===== src/rtl/vexec_pkg.sv =====
// Shared types for the vector execute stage: opcode and FSM state encodings.
package vexec_pkg;

    typedef enum logic [3:0] {
        ADD = 4'd0,
        SUB = 4'd1,
        AND = 4'd2,
        OR  = 4'd3,
        XOR = 4'd4,
        SLL = 4'd5,
        SRL = 4'd6,
        MOV = 4'd7,
        MUL = 4'd8
    } vexec_op_t;

    typedef enum logic [1:0] {
        IDLE = 2'd0,
        BUSY = 2'd1,
        HOLD = 2'd2
    } vexec_state_t;

endpackage


===== src/rtl/vexec_lane.sv =====
// One lane of the execute stage: combinational ALU plus, when VEXEC_MUL_EN is
// defined, an iterative shift-add multiplier retiring one multiplier bit per cycle.
module vexec_lane
    import vexec_pkg::*;
#(
    parameter int registerSize = 8
) (
`ifdef VEXEC_MUL_EN
    input  logic                    clk,
    input  logic                    mul_load_i,
    input  logic                    mul_step_i,
    output logic [registerSize-1:0] mul_o,
`endif
    input  vexec_op_t               op_i,
    input  logic [registerSize-1:0] a_i,
    input  logic [registerSize-1:0] b_i,
    output logic [registerSize-1:0] alu_o
);

    // Shifts by the full lane value: amounts >= registerSize naturally yield 0.
    always_comb begin
        alu_o = '0;
        case (op_i)
            ADD:     alu_o = a_i + b_i;
            SUB:     alu_o = a_i - b_i;
            AND:     alu_o = a_i & b_i;
            OR:      alu_o = a_i | b_i;
            XOR:     alu_o = a_i ^ b_i;
            SLL:     alu_o = a_i << b_i;
            SRL:     alu_o = a_i >> b_i;
            MOV:     alu_o = a_i;
            default: alu_o = '0;
        endcase
    end

`ifdef VEXEC_MUL_EN
    logic [registerSize-1:0] acc_q, acc_d;
    logic [registerSize-1:0] mcand_q, mcand_d;
    logic [registerSize-1:0] mplier_q, mplier_d;

    always_comb begin
        acc_d    = acc_q;
        mcand_d  = mcand_q;
        mplier_d = mplier_q;
        if (mul_load_i) begin
            acc_d    = '0;
            mcand_d  = a_i;
            mplier_d = b_i;
        end else if (mul_step_i) begin
            acc_d    = acc_q + (mplier_q[0] ? mcand_q : '0);
            mcand_d  = mcand_q << 1;
            mplier_d = mplier_q >> 1;
        end
    end

    always_ff @(posedge clk) begin
        acc_q    <= acc_d;
        mcand_q  <= mcand_d;
        mplier_q <= mplier_d;
    end

    assign mul_o = acc_q;
`endif

endmodule


===== src/rtl/vector_execute_stage.sv =====
// Vector execute stage: lane-wise ALU and (with VEXEC_MUL_EN) multi-cycle MUL,
// valid/ready handshake on both sides, registered results for write-back.
module vector_execute_stage
    import vexec_pkg::*;
#(
    parameter int registerSize = 8,
    parameter int vectorSize   = 4,
    parameter int regAddrBits  = 4
) (
    input  logic                               clk,
    input  logic                               rst,
    input  logic                               in_valid,
    output logic                               in_ready,
    input  logic [3:0]                         op,
    input  logic                               isVec,
    input  logic                               useImm,
    input  logic [registerSize-1:0]            imm,
    input  logic [vectorSize*registerSize-1:0] operand1,
    input  logic [vectorSize*registerSize-1:0] operand2,
    input  logic [regAddrBits-1:0]             regToWrite,
    output logic                               out_valid,
    input  logic                               out_ready,
    output logic [vectorSize*registerSize-1:0] result,
    output logic [regAddrBits-1:0]             out_reg,
    output logic                               regWrEnSc,
    output logic                               regWrEnVec,
    output logic                               zeroFlag
);

    localparam int VW = vectorSize * registerSize;

    vexec_state_t state_q, state_d;
    vexec_op_t    op_e;
    logic         accept;
    logic         start_mul;
    logic         mul_done;

    logic [VW-1:0]          alu_vec, alu_masked;
    logic [VW-1:0]          result_q, result_d;
    logic [regAddrBits-1:0] out_reg_q, out_reg_d;
    logic                   isVec_q, isVec_d;
    logic                   zero_q, zero_d;

    assign op_e   = vexec_op_t'(op);
    assign accept = in_valid & in_ready;

`ifdef VEXEC_MUL_EN
    localparam int CNT_W = $clog2(registerSize + 1);

    logic [VW-1:0]    mul_vec, mul_masked;
    logic [CNT_W-1:0] cnt_q;
    logic             mul_step;

    assign start_mul = (op_e == MUL);
    assign mul_done  = (state_q == BUSY) && (cnt_q == CNT_W'(registerSize));
    assign mul_step  = (state_q == BUSY) && !mul_done;

    always_ff @(posedge clk) begin
        if (rst) begin
            cnt_q <= '0;
        end else if (accept && start_mul) begin
            cnt_q <= '0;
        end else if (mul_step) begin
            cnt_q <= cnt_q + 1'b1;
        end
    end
`else
    assign start_mul = 1'b0;
    assign mul_done  = 1'b0;
`endif

    for (genvar g = 0; g < vectorSize; g++) begin : g_lane
        logic [registerSize-1:0] b_eff;
        assign b_eff = useImm ? imm : operand2[g*registerSize +: registerSize];

        vexec_lane #(.registerSize(registerSize)) u_lane (
`ifdef VEXEC_MUL_EN
            .clk        (clk),
            .mul_load_i (accept && start_mul),
            .mul_step_i (mul_step),
            .mul_o      (mul_vec[g*registerSize +: registerSize]),
`endif
            .op_i       (op_e),
            .a_i        (operand1[g*registerSize +: registerSize]),
            .b_i        (b_eff),
            .alu_o      (alu_vec[g*registerSize +: registerSize])
        );

        // Scalar ops only drive lane 0; upper lanes read back as zero.
        assign alu_masked[g*registerSize +: registerSize] =
            (isVec || g == 0) ? alu_vec[g*registerSize +: registerSize] : '0;
`ifdef VEXEC_MUL_EN
        assign mul_masked[g*registerSize +: registerSize] =
            (isVec_q || g == 0) ? mul_vec[g*registerSize +: registerSize] : '0;
`endif
    end

    always_ff @(posedge clk) begin
        if (rst) begin
            state_q <= IDLE;
        end else begin
            state_q <= state_d;
        end
    end

    always_comb begin
        state_d = state_q;
        case (state_q)
            IDLE: if (accept) state_d = start_mul ? BUSY : HOLD;
            BUSY: if (mul_done) state_d = HOLD;
            HOLD: if (out_ready) state_d = accept ? (start_mul ? BUSY : HOLD) : IDLE;
            default: state_d = IDLE;
        endcase
    end

    always_comb begin
        in_ready   = !rst && ((state_q == IDLE) || ((state_q == HOLD) && out_ready));
        out_valid  = (state_q == HOLD);
        regWrEnSc  = out_valid && !isVec_q;
        regWrEnVec = out_valid && isVec_q;
    end

    // Output registers only move on accept or multiply completion, so they hold under backpressure.
    always_comb begin
        result_d  = result_q;
        out_reg_d = out_reg_q;
        isVec_d   = isVec_q;
        if (accept) begin
            out_reg_d = regToWrite;
            isVec_d   = isVec;
            if (!start_mul) begin
                result_d = alu_masked;
            end
        end
`ifdef VEXEC_MUL_EN
        if (mul_done) begin
            result_d = mul_masked;
        end
`endif
        zero_d = (result_d == '0);
    end

    always_ff @(posedge clk) begin
        if (rst) begin
            result_q  <= '0;
            out_reg_q <= '0;
            isVec_q   <= 1'b0;
            zero_q    <= 1'b1;
        end else begin
            result_q  <= result_d;
            out_reg_q <= out_reg_d;
            isVec_q   <= isVec_d;
            zero_q    <= zero_d;
        end
    end

    assign result   = result_q;
    assign out_reg  = out_reg_q;
    assign zeroFlag = zero_q;

endmodule


===== config.mk =====
export PLATFORM = sky130hd
export DESIGN_NAME = vector_execute_stage
export DESIGN_NICKNAME = d
export VERILOG_FILES = /design/src/rtl/vexec_pkg.sv /design/src/rtl/vexec_lane.sv /design/src/rtl/vector_execute_stage.sv
export SDC_FILE = /design/constraint.sdc
export NUM_CORES = 1
export LEC_CHECK = 0
export CORE_ASPECT_RATIO = 0.9
export CORE_UTILIZATION = 48
export CTS_BUF_LIST = sky130_fd_sc_hd__clkbuf_16
export DETAILED_ROUTE_END_ITERATION = 12
export PLACE_DENSITY = 0.72
export SLEW_MARGIN = 20
export SYNTH_ARGS = -nofsm -noshare
export SYNTH_HDL_FRONTEND = slang
export SYNTH_SLANG_ARGS = --single-unit

===== constraint.sdc =====
create_clock -name clk -period 6.7 [get_ports clk]
set_input_delay 1.675 -clock clk [delete_from_list [all_inputs] [get_ports clk]]
set_output_delay 1.675 -clock clk [all_outputs]
set_load 0.005 [all_outputs]

; Word level (Yosys, flattened, before mapping)
; Index checks and enable logic that the tools add are counted.
[totals]
reg_bits = 40
output_inout_bits = 41
elab_cells = 73
[op_classes]
n_addsub = 8
eq_ne = 11
shift = 8
n_mux = 16
n_bitwise = 14
reduce_logical = 11
[ops]
columns = operator, count
row1 = 8-bit one-hot mux with 8 select lines, 4
row2 = 8-bit two-way mux, 7
row3 = 8-bit adder, 4
row4 = 8-bit bitwise AND, 4
row5 = 32-bit zero test, 1
row6 = 32-bit two-way mux, 1
row7 = 8-bit bitwise OR, 4
row8 = 8-bit by 8-bit left shift with 8-bit output, 4
row9 = 8-bit by 8-bit >> shifter with 8-bit output, 4
row10 = 8-bit subtractor, 4
row11 = 8-bit bitwise XOR, 4
row12 = "4-bit by 3-bit == test with 1-bit output, second input constant", 4
row13 = "4-bit by 2-bit == test with 1-bit output, second input constant", 2
row14 = 2-bit two-way mux, 3
row15 = 2-bit one-hot mux with 3 select lines, 1
row16 = "4-bit by 1-bit == test with 1-bit output, second input constant", 1
row17 = 1-bit logical AND, 4
row18 = 4-bit zero test, 1
row19 = 3-bit AND reduction, 1
row20 = "2-bit by 1-bit == test with 1-bit output, second input constant", 1
row21 = "2-bit == test, second input constant", 1
row22 = 1-bit zero test, 2
row23 = 2-bit zero test, 1
row24 = "2-bit by 1-bit != test with 1-bit output, second input constant", 1
row25 = other kinds (4), 4

; Depth between registers and ports, before layout
; Gate-level depths: netlist (run 1).
[logic_depth]
ltp_word = 8
depth_mapped = 18
mapped_depth_nobuf = 16

; Modules after synthesis
; A second synthesis (run 1) with hierarchy kept.
[unflattened]
hier_cells = 1164
hier_area_um2 = 8582.0
[modules_own_cells]
columns = mod, instances, cells_per_inst, area_each_um2
row1 = vexec_lane at g_lane[1].u_lane ..., 3, 218, 1662.8
row2 = vector_execute_stage, 1, 281, 1936.9
row3 = vexec_lane at g_lane[0].u_lane, 1, 229, 1656.6

; Worst setup path after synthesis (run 1)
; No wires, ideal clock.
[synth_path]
kind = input to register
start = input op[1]
end = register zero_q (netlist: zeroFlag)
t_arrival_ns = 5.095
t_required_ns = 6.640
path_slack_ns = 1.546
path_stages = 16
path_buffers = 2
path_cell_list = nor3_1 -> and2_1 -> clkbuf_1 -> clkbuf_1 -> nor2_1 -> xnor2_1 -> ha_1 -> a21o_1 -> a21oi_1 -> nor2b_1 -> o21ai_0 -> o41ai_1 -> o31a_1 -> or3_1 -> nor4_2 -> a41o_1
[synth_between]
elab_chain_cells = 5
elab_cells_between_ends = 17
cone_classes = 7 x eq/ne / 8 x mux / 2 x reduce/logical
[synth_lines]
columns = element, line_no
row1 = "start, declared", vector_execute_stage.sv:14  ; input logic [3:0] op,
row2 = 4-bit by 3-bit == test with 1-bit output (tied with other cells), vexec_lane.sv:23  ; case (op_i)
row3 = 8-bit one-hot mux with 8 select lines, vexec_lane.sv:23
row4 = 8-bit two-way mux, vector_execute_stage.sv:91  ; (isVec || g == 0) ? alu_vec[g*registerSize +: registerSize] : '0;
row5 = 32-bit two-way mux *, vector_execute_stage.sv:128  ; if (accept) begin
row6 = 32-bit zero test *, vector_execute_stage.sv:140  ; zero_d = (result_d == '0);
row7 = "end signal, assigned", vector_execute_stage.sv:153  ; zero_q <= zero_d;
row8 = "end, declared", vector_execute_stage.sv:42  ; logic zero_q, zero_d;
; Every way passes the cells marked *; elsewhere a longest branch is shown, timed or not.
; A chain may end at the register's enable or synchronous reset.

; Final worst setup path (run 1)
[layout_path]
start = input useImm
end = register zero_q (netlist: zeroFlag)
[layout_between]
elab_chain_cells = 6
elab_cells_between_ends = 41
cone_classes = 8 x add/sub / 8 x shift / 12 x mux / 12 x bitwise / 1 x reduce/logical
[layout_lines]
columns = element, line_no
row1 = "start, declared", vector_execute_stage.sv:16  ; input logic useImm,
row2 = 8-bit two-way mux, vector_execute_stage.sv:74  ; assign b_eff = useImm ? imm : operand2[g*registerSize +: registerSize];
row3 = 8-bit subtractor (tied with other cells), vexec_lane.sv:25  ; SUB: alu_o = a_i - b_i;
row4 = 8-bit one-hot mux with 8 select lines, vexec_lane.sv:23
row5 = 8-bit two-way mux, vector_execute_stage.sv:91
row6 = 32-bit two-way mux *, vector_execute_stage.sv:128
row7 = 32-bit zero test *, vector_execute_stage.sv:140
; Marks and branches as above.

==> impl_metrics.toml, run 1 <==
[run_status]
status = "finished clean"

[sta]
slew_headroom = 0.1542
drv_slew = 0
fin_tns_setup_ps = 0
finClkSkew_ps = 11.12
worst_slew_pin_slew_ps = 1263
rsz0062_at_grt = "no"
setup_slack_ps = 730.3
layout_min_cycle_time_ps = 5970
setup_viol = 0
period_share = 0.8910
hold_viol_final = 0
max_freq_mhz = 167.5

[clocking]
htreeDepth = 2
cts_tree = "yes"
cts.reportedPaths.clkPinSlew_ps = 70
clk_latency_ps = 310
cts_root_buf = "clkbuf_16"
cts_num_sinks = 39
hold_buffers = 0
clock_path_buffers = 2
cts_resized = 0
postCtsSetupRepairBufs = 0
numCtsBuffers = 5

[die]
core_sq_um = 16410
num_rows = 44
die_h_um = 126.0
dieArea_sq_um = 17600
pin_count = 127
initial_core_util = 0.4995
die_x_um = 139.7

[power_and_ir_drop]
p_total_mw = 1.175
p_leak_nw = 4.046
vdd_drop_max_mv = 0.1421
p_per_area_nw_per_um2 = 120.0

[route]
via_per_inst = 6.704
wirelength_um = 33760
drtPass1Iterations = 7
wl_per_cell_um = 23.66
drt_iter0_drc = 1258
num_vias = 9567
ant_nets = 0
drcViolationCount = 0

[layout]
final_cells = 1427
nets = 1409
antenna_cells = 0
drive_gt1_frac = 0.07787
area_growth_pct = 19.50
largest_reg_flops = 32
fillers = 1547

[synthesis]
synth.net_count = 1304
syn_inst = 1114
ys_ff_latch = 39
synth_edf_count = 0
yosys_warnings = 0
synthArstFlopShare = 0
seq_area_frac_synth = 0.09528
ys.flop_type = "dfxtp_1"
syn_area_sq_um = 8194
synthDistinctLibCells = 89
syn_area_per_cell_sq_um = 7.356

[placement]
placed_cells = 1419
gp_congestion = 1.034
portBuffers = 126
hpwl_um = 25310
post-place-ws_ps = 495.9

[setup_path]
worst-setup-path-type = "input port to flop"
arrival_ps = 6220
path_max_fanout = 21
end_kind = "flop"
start_kind = "input port"
crit_required_ps = 6950

[flow_run]
max_cap_viol_count = 0

[grt]
grt_overflow = 0
grt_pass1_wl_um = 50960
grt_pass1_vias = 8756
grtUsageTotal = 0.3774
grt_max_degree = 41
antenna_found_initial = 0

[hold_path]
hold_class = "flop to flop"
==> final timing paths <==
| check | start | to | slack [ps] | depth (start not counted) |
|---|---|---|---|---|
| worst max-delay path | useImm | zeroFlag$_SDFF_PP1_ | 730 | 18 |
| worst min-delay path | out_reg[0]$_SDFFE_PP0P_ | out_reg[0]$_SDFFE_PP0P_ | 480 | 2 |
| worst max register to register | state_q[1]$_SDFFE_PP0P_ | zeroFlag$_SDFF_PP1_ | 3680 | 8 |
| worst min register to register | out_reg[0]$_SDFFE_PP0P_ | out_reg[0]$_SDFFE_PP0P_ | 480 | 2 |
==> critical path, cell delays in order <==
cell      delay [ps]
buf_2            430
buf_4            380
mux2i_1          240
buf_4            260
inv_2            180
nor2_1           450
a21oi_1          180
xnor2_1          150
ha_1             330
a21oi_1          150
nand2_1          110
xor2_1           150
a221oi_1         230
o21ai_0          140
nor3_1           470
nand4_1          200
nor4_2           290
a41o_1           190
==> final cells by class <==
class | count | area, sq um | area share
multi-input combinational | 929 | 6778 | 0.6922
timing repair buffer | 161 | 1519 | 0.1551
clock inverter | 3 | 16.27 | 0.001661
sequential | 39 | 780.7 | 0.07973
tap | 207 | 259.0 | 0.02645
clock buffer | 5 | 125.1 | 0.01278
inverter | 83 | 314.1 | 0.03207
==> power breakdown <==
part	leakage [nW]	internal, mW	switching (mW)
sequential	0.317	0.239	0.00491
combinational	3.66	0.283	0.397
clock	0.0710	0.136	0.115
==> per-stage QoR <==
stage          utilization  hold WS, ps  cell area [sq um]
3_3_place_gp        0.5882        460.5               9651
2_1_floorplan            -        458.6               8194
3_5_place_dp        0.5882        464.6               9651
5_1_grt             0.5969        499.1               9792
6_report            0.5969        476.9               9792
4_1_cts             0.5969        478.2               9792
==> metal layers <==
metal	track usage	vias to the layer above	routed length, um
li1	-	4328	-
met1	0.5249	4436	14290
met2	0.5406	692	13720
met3	0.09049	111	4137
met4	0.1862	0	1615
met5	0	-	0
==> Yosys cell counts, drive strengths merged, types with 10 or more instances <==
library cell	n	area (sq um)
a211oi	13	97.59
a221oi	12	105.1
o21a	14	105.1
o211ai	18	135.1
o31ai	10	80.07
a31oi	21	131.4
dfxtp	39	780.8
o21ai	59	299.0
mux2i	69	763.2
nor2b	30	187.7
clkbuf	26	97.59
ha	100	1251
nor3	24	120.1
a22oi	17	127.6
a21o	13	97.59
o22ai	10	62.56
xnor2	41	359.1
a21oi	66	330.3
nand3	22	110.1
inv	82	310.3
nand2	122	457.9
nor2	97	379.1
buf	37	249.0
==> cell families (layout without fill, tap and decap cells) <==
family,count (synthesis),after routing,synth area share
AOI/OAI and AO/OA,338,338,0.2875
xor gates and xnor gates,45,45,0.04810
adders and majority gates,104,104,0.1625
buffers and inverters,146,252,0.08062
DFF,39,39,0.09528
muxes,75,75,0.1055
and+or+nand+nor,367,367,0.2205
==> placed cells by master, fill, tap and decap left out, types with 8 or more instances in the layout <==
cell             instances
a21oi_1                 66
nor2_1                  93
inv_1                   73
o21ai_0                 56
o22ai_1                 10
ha_1                   100
nand4_1                  9
dfxtp_1                 39
nand3_1                 22
a32oi_1                  9
nor2b_1                 30
a31oi_1                 21
a221oi_1                12
a2111oi_0                8
nor3_1                  23
xnor2_1                 41
nand2_1                122
a21o_1                  13
a22oi_1                 17
a211oi_1                13
mux2i_1                 59
buf_4                   35
o21a_1                  14
o31ai_1                  9
clkdlybuf4s50_1        125
o211ai_1                18
inv_2                    9
Power figures use the tool's default switching activity.
==> run 2: changes to the inputs <==
--- a/config.mk
+++ b/config.mk
@@ -13,4 +13,5 @@
 export SLEW_MARGIN = 20
 export SYNTH_ARGS = -nofsm -noshare
 export SYNTH_HDL_FRONTEND = slang
+export SYNTH_HIERARCHICAL = 1
 export SYNTH_SLANG_ARGS = --single-unit
==> run 2 against run 1 <==
Clock skew decreased by 4.5 ps. Count of clock-buffer cells in the layout unchanged. Fmax barely moved. Critical path depth shrank 1. Sequential cell count stayed put. Highest routed layer unchanged.
==> impl_metrics.toml, run 2 <==
[layout]
fin_area_sq_um = 10090
largest_reg_flops = 32
final_common_cell = "clkdlybuf4s50_1"
area_growth_pct = 17.52
antenna_cells = 0
seqCellArea_sq_um = 780.7
final_cell_mix = "clkdlybuf4s50_1 (122), inv_1 (111), nand2_1 (109)"
drive_gt1_frac = 0.09308
multiInputGateArea_sq_um = 6999
fillers = 1698
final_cells = 1497
nets = 1442

[synthesis]
synthArstFlopShare = 0
yosys_warnings = 6
synth.net_count = 1350
synth_most_common_cell = "inv_1"
syn_inst = 1164
synth_compound_area_frac = 0.2556
synthDistinctLibCells = 70
syn_area_per_cell_sq_um = 7.373
synth_top_cell_by_area = "ha_1"
syn_area_sq_um = 8582
muxShareOfSynthArea = 0.1182
synthTopCellsByArea = "ha_1 (14%), dfxtp_1 (9.1%), mux4_2 (7.6%)"
ys_ff_latch = 39
yosys.area_share.simple = 0.2467
synth-adder-area-share = 0.1493
synth_top_family_by_area = "compound AO/OA/AOI/OAI gates"
synth_xor_area_frac = 0.04447
seq_area_frac_synth = 0.09098
synth_top_area_frac = 0.1400
synth_common_cells = "inv_1 (111), nand2_1 (109), ha_1 (96)"
synth_edf_count = 0
ys.flop_type = "dfxtp_1"

[clocking]
cts_root_buf = "clkbuf_16"
clk_latency_ps = 280
cts.reportedPaths.clkPinSlew_ps = 60
cts_tree = "yes"
cts_num_sinks = 39
clock_path_buffers = 2
cts_resized = 0
htreeDepth = 2
numCtsBuffers = 5
postCtsSetupRepairBufs = 0
hold_buffers = 0

[route]
via_per_inst = 6.177
wirelength_um = 28160
wl_per_cell_um = 18.81
drtPass1Iterations = 5
ant_nets = 0
drt_iter0_drc = 822
drcViolationCount = 0
num_vias = 9247

[die]
num_rows = 46
initial_core_util = 0.4889
dieArea_sq_um = 18420
pin_count = 127
die_x_um = 142.9
core_sq_um = 17550
die_h_um = 128.9

[sta]
layout_min_cycle_time_ps = 5972
setup_viol = 0
period_share = 0.8913
rsz0062_at_grt = "no"
hold_viol_final = 0
finClkSkew_ps = 6.579
drv_slew = 0
worst_slew_pin_slew_ps = 1032
slew_headroom = 0.3096
setup_slack_ps = 728.0
max_freq_mhz = 167.4
fin_tns_setup_ps = 0

[setup_path]
crit_family = "compound AO/OA/AOI/OAI gates"
path_cells = "clkdlybuf4s50_1 -> nand2_1 -> o21ai_1 -> buf_4 -> nor2_2 -> a21oi_1 -> xnor2_1 -> ha_1 -> o211ai_1 -> a21oi_1 -> o41ai_1 -> xnor2_1 -> o21ai_1 -> nor4_2 -> nand3_1 -> a2111oi_2 -> o32a_1"
timing.critical_path.buf_inv = 2
crit_required_ps = 6920
rrSetupSlack_ps = 4980
max_stage_delay_ps = 990
worst-setup-path-type = "input port to flop"
path_max_fanout = 24
crit_path_top_delay_cell = "clkdlybuf4s50_1"
start_kind = "input port"
end_kind = "flop"
arrival_ps = 6190

[flow_run]
max_cap_viol_count = 0

[grt]
grtUsageTotal = 0.3055
grt_pass1_vias = 8282
antenna_found_initial = 0
grt_overflow = 0
grt_pass1_wl_um = 44740
grt_max_degree = 38

[power_and_ir_drop]
p_total_mw = 1.265
p_per_area_nw_per_um2 = 125.4
vdd_drop_max_mv = 0.08984
p_leak_nw = 4.042

[run_status]
status = "finished clean"

[placement]
post-place-ws_ps = 524.2
gp_congestion = 0.9837
portBuffers = 126
placed_cells = 1489
hpwl_um = 22110
place_area_sq_um = 9922

[hold_path]
hold_class = "flop to flop"
[run 2: cell count changes in the layout (fill, tap and decap cells not counted), moves of 17 or more]
cell / delta
mux2i_1: -42
inv_1: +38
a21oi_1: +26
mux4_2: +26
o21ai_0: +24
nand3_1: +20
nand2b_1: +17
[run 2: cell families (layout without fill, tap and decap cells)]
| family | Yosys count | after routing |
|---|---|---|
| and+or+nand+nor | 398 | 398 |
| AOI/OAI and AO/OA | 346 | 346 |
| buffers and inverters | 177 | 270 |
| adders and majority gates | 100 | 100 |
| muxes | 63 | 63 |
| xor gates and xnor gates | 41 | 41 |
| DFF | 39 | 39 |
[run 2: through the flow]
stage          hold WS [ps]    util
4_1_cts               463.7  0.5746
6_report              464.0  0.5746
5_1_grt               478.1  0.5746
2_1_floorplan         444.8       -
3_5_place_dp          455.1  0.5652
3_3_place_gp          443.8  0.5652
[run 2: routing by layer]
metal / vias up / routed length (um) / share of wire / global-route usage
li1: 4409 / - / - / -
met1: 4384 / 12770 / 0.45 / 0.4428
met2: 409 / 12660 / 0.45 / 0.4849
met3: 45 / 2064 / 0.073 / 0.02456
met4: 0 / 660 / 0.023 / 0.07906
met5: - / 0 / 0 / 0
[run 2: where the power goes]
part	internal (mW)	switching (mW)
registers	0.241	0.00595
logic	0.327	0.430
clock network	0.173	0.0880
total	0.741	0.524
[run 2: layout make-up]
type,instances,area share
multi-input cells,948,0.6940
repair buffers,150,0.1409
flip-flops and latches,39,0.07741
inverters,112,0.04168
well taps,240,0.02977
clock buffers,5,0.01241
clock inverters,3,0.003846
[run 2: worst register-to-register path, stage by stage (launching register included)]
cell and delay (ps):
dfxtp_1 330, nand2b_1 100, and2_1 310, buf_4 400
nor3_1 160, o32a_1 300
[run 2: path summary, 6_finish.rpt]
path	from	to	cells after the start
worst max-delay path	useImm	zeroFlag$_SDFF_PP1_	17
worst max register to register	state_q[1]$_SDFFE_PP0P_	zeroFlag$_SDFF_PP1_	5
worst min-delay path	result[18]$_SDFF_PP0_	result[18]$_SDFF_PP0_	2
worst min register to register	result[18]$_SDFF_PP0_	result[18]$_SDFF_PP0_	2
==> run 3: changes to the inputs <==
==> constraint.sdc (replaced) <==
create_clock -name clk -period 5.6 [get_ports clk]
set_input_delay 1.4 -clock clk [delete_from_list [all_inputs] [get_ports clk]]
set_output_delay 1.4 -clock clk [all_outputs]
set_load 0.005 [all_outputs]
==> run 3 against run 2 <==
Clock skew fell by 1.7 ps. Register-to-register slack got worse by 1300 ps. First-iteration DRC count rose by 3.2%. Cell count rose by 1.7%. Worst setup slack got worse by 260 ps. Critical path type unchanged. Sequential power rose by 19%. Highest routed layer unchanged. Critical endpoint unchanged. Via count rose by 0.31%.
==> impl_metrics.toml, run 3 (same netlist as run 2, synthesis figures left out) <==
[setup_path]
worst-setup-path-type = "input port to flop"
ff2ff_path_depth = 5
end_kind = "flop"
timing.critical_path.buf_inv = 3
crit_required_ps = 5820
path_cells = "clkdlybuf4s50_1 -> buf_4 -> o21ai_2 -> inv_1 -> ha_1 -> nor2_1 -> xnor2_1 -> ha_1 -> o211ai_1 -> a21oi_1 -> o41ai_1 -> xnor2_1 -> o21ai_1 -> nor4_1 -> nand4_1 -> a211oi_1 -> o32a_1"
start_kind = "input port"
path_max_fanout = 14
crit_path_top_delay_cell = "clkdlybuf4s50_1"
arrival_ps = 5360
crit_family = "compound AO/OA/AOI/OAI gates"
path_depth = 17
max_stage_delay_ps = 540

[clocking]
htreeDepth = 2
clk_latency_ps = 280
cts_resized = 0
postCtsSetupRepairBufs = 0
cts_tree = "yes"
cts_root_buf = "clkbuf_16"
numCtsBuffers = 5
clock_path_buffers = 2
hold_buffers = 0
cts_num_sinks = 39
cts.reportedPaths.clkPinSlew_ps = 60

[layout]
area_growth_pct = 19.52
antenna_cells = 0
nets = 1468
final_common_cell = "clkdlybuf4s50_1"
fillers = 1684
final_cell_mix = "clkdlybuf4s50_1 (122), inv_1 (111), nand2_1 (109)"
fin_area_sq_um = 10260
multiInputGateArea_sq_um = 6999
drive_gt1_frac = 0.1107
seqCellArea_sq_um = 780.7
final_cells = 1523
largest_reg_flops = 32

[route]
drcViolationCount = 0
drtPass1Iterations = 5
num_vias = 9276
wirelength_um = 28680
wl_per_cell_um = 18.83
via_per_inst = 6.091
drt_iter0_drc = 848
ant_nets = 0

[power_and_ir_drop]
combPwrFrac = 0.622
vdd_drop_max_mv = 0.1354
p_leak_nw = 4.154
p_switching_uw = 642.8
pwr-share-seq = 0.197
p_per_area_nw_per_um2 = 146.3
p_int_uw = 858.0
p_clk_frac = 0.181
netSwitchingFraction = 0.4283

[die]
dieArea_sq_um = 18420
pin_count = 127
core_sq_um = 17550
num_rows = 46
die_h_um = 128.9
initial_core_util = 0.4889
die_x_um = 142.9

[sta]
layout_min_cycle_time_ps = 5132
slew_headroom = 0.3671
drv_slew = 0
rsz0062_at_grt = "no"
max_freq_mhz = 194.8
setup_slack_ps = 467.7
fin_hold_ws_ps = 463.0
fin_tns_setup_ps = 0
setup_viol = 0
hold_viol_final = 0
worst_slew_pin_slew_ps = 946.3
finClkSkew_ps = 4.902
period_share = 0.9165

[grt]
antenna_found_initial = 0
grt_max_degree = 40
grt_pass1_wl_um = 45860
grtUsageTotal = 0.3121
grt_pass1_vias = 8497
grt_overflow = 0

[run_status]
status = "finished clean"

[placement]
placed_cells = 1515
gp_congestion = 1.004
place_area_sq_um = 10120
portBuffers = 126
hpwl_um = 22520
post-place-ws_ps = 230.0

[flow_run]
max_cap_viol_count = 0

[hold_path]
hold_depth = 2
hold_class = "flop to flop"
[run 3: worst paths after layout]
path | startpoint | to | slack (ps)
worst max-delay path | useImm | zeroFlag$_SDFF_PP1_ | 470
worst min-delay path | out_reg[2]$_SDFFE_PP0N_ | out_reg[2]$_SDFFE_PP0N_ | 460
worst max register to register | state_q[1]$_SDFFE_PP0P_ | zeroFlag$_SDFF_PP1_ | 3700
worst min register to register | out_reg[2]$_SDFFE_PP0N_ | out_reg[2]$_SDFFE_PP0N_ | 460
[run 3: final cells by class]
cell class	instances	area share
Inverter	112	0.04099
Multi-Input combinational cell	948	0.6824
Clock inverter	3	0.001464
Timing Repair Buffer	176	0.1576
Sequential cell	39	0.07612
Clock buffer	5	0.01220
Tap cell	240	0.02928
[run 3: worst min-delay path, cell delays in order (launching register included)]
cell,delay [ps]
dfxtp_1,310
nand2_1,50
o21ai_0,60
[run 3: stage by stage]
step / utilization / total power, mW
finish: 0.5843 / 1.501
global route: 0.5843 / 1.606
CTS: 0.5843 / 1.488
detailed placement: 0.5763 / 1.215
global placement: 0.5763 / 1.203
floorplan: - / 0.9208
[run 3: metal layers]
layer  GRT usage  vias up  routed length, um
met5           0        -                  0
met4     0.07147        0                601
met3     0.02307       45               1831
met2      0.5073      401              13240
met1      0.4475     4382              13010
li1            -     4448                  -
[run 3: power groups by stage]
stage               clock [mW]  combinational [mW]  sequential (mW)
finish                   0.272               0.933            0.295
global route             0.287                1.02            0.297
CTS                      0.274               0.919            0.295
detailed placement           0               0.914            0.301
global placement             0               0.902            0.301
floorplan                    0               0.620            0.300
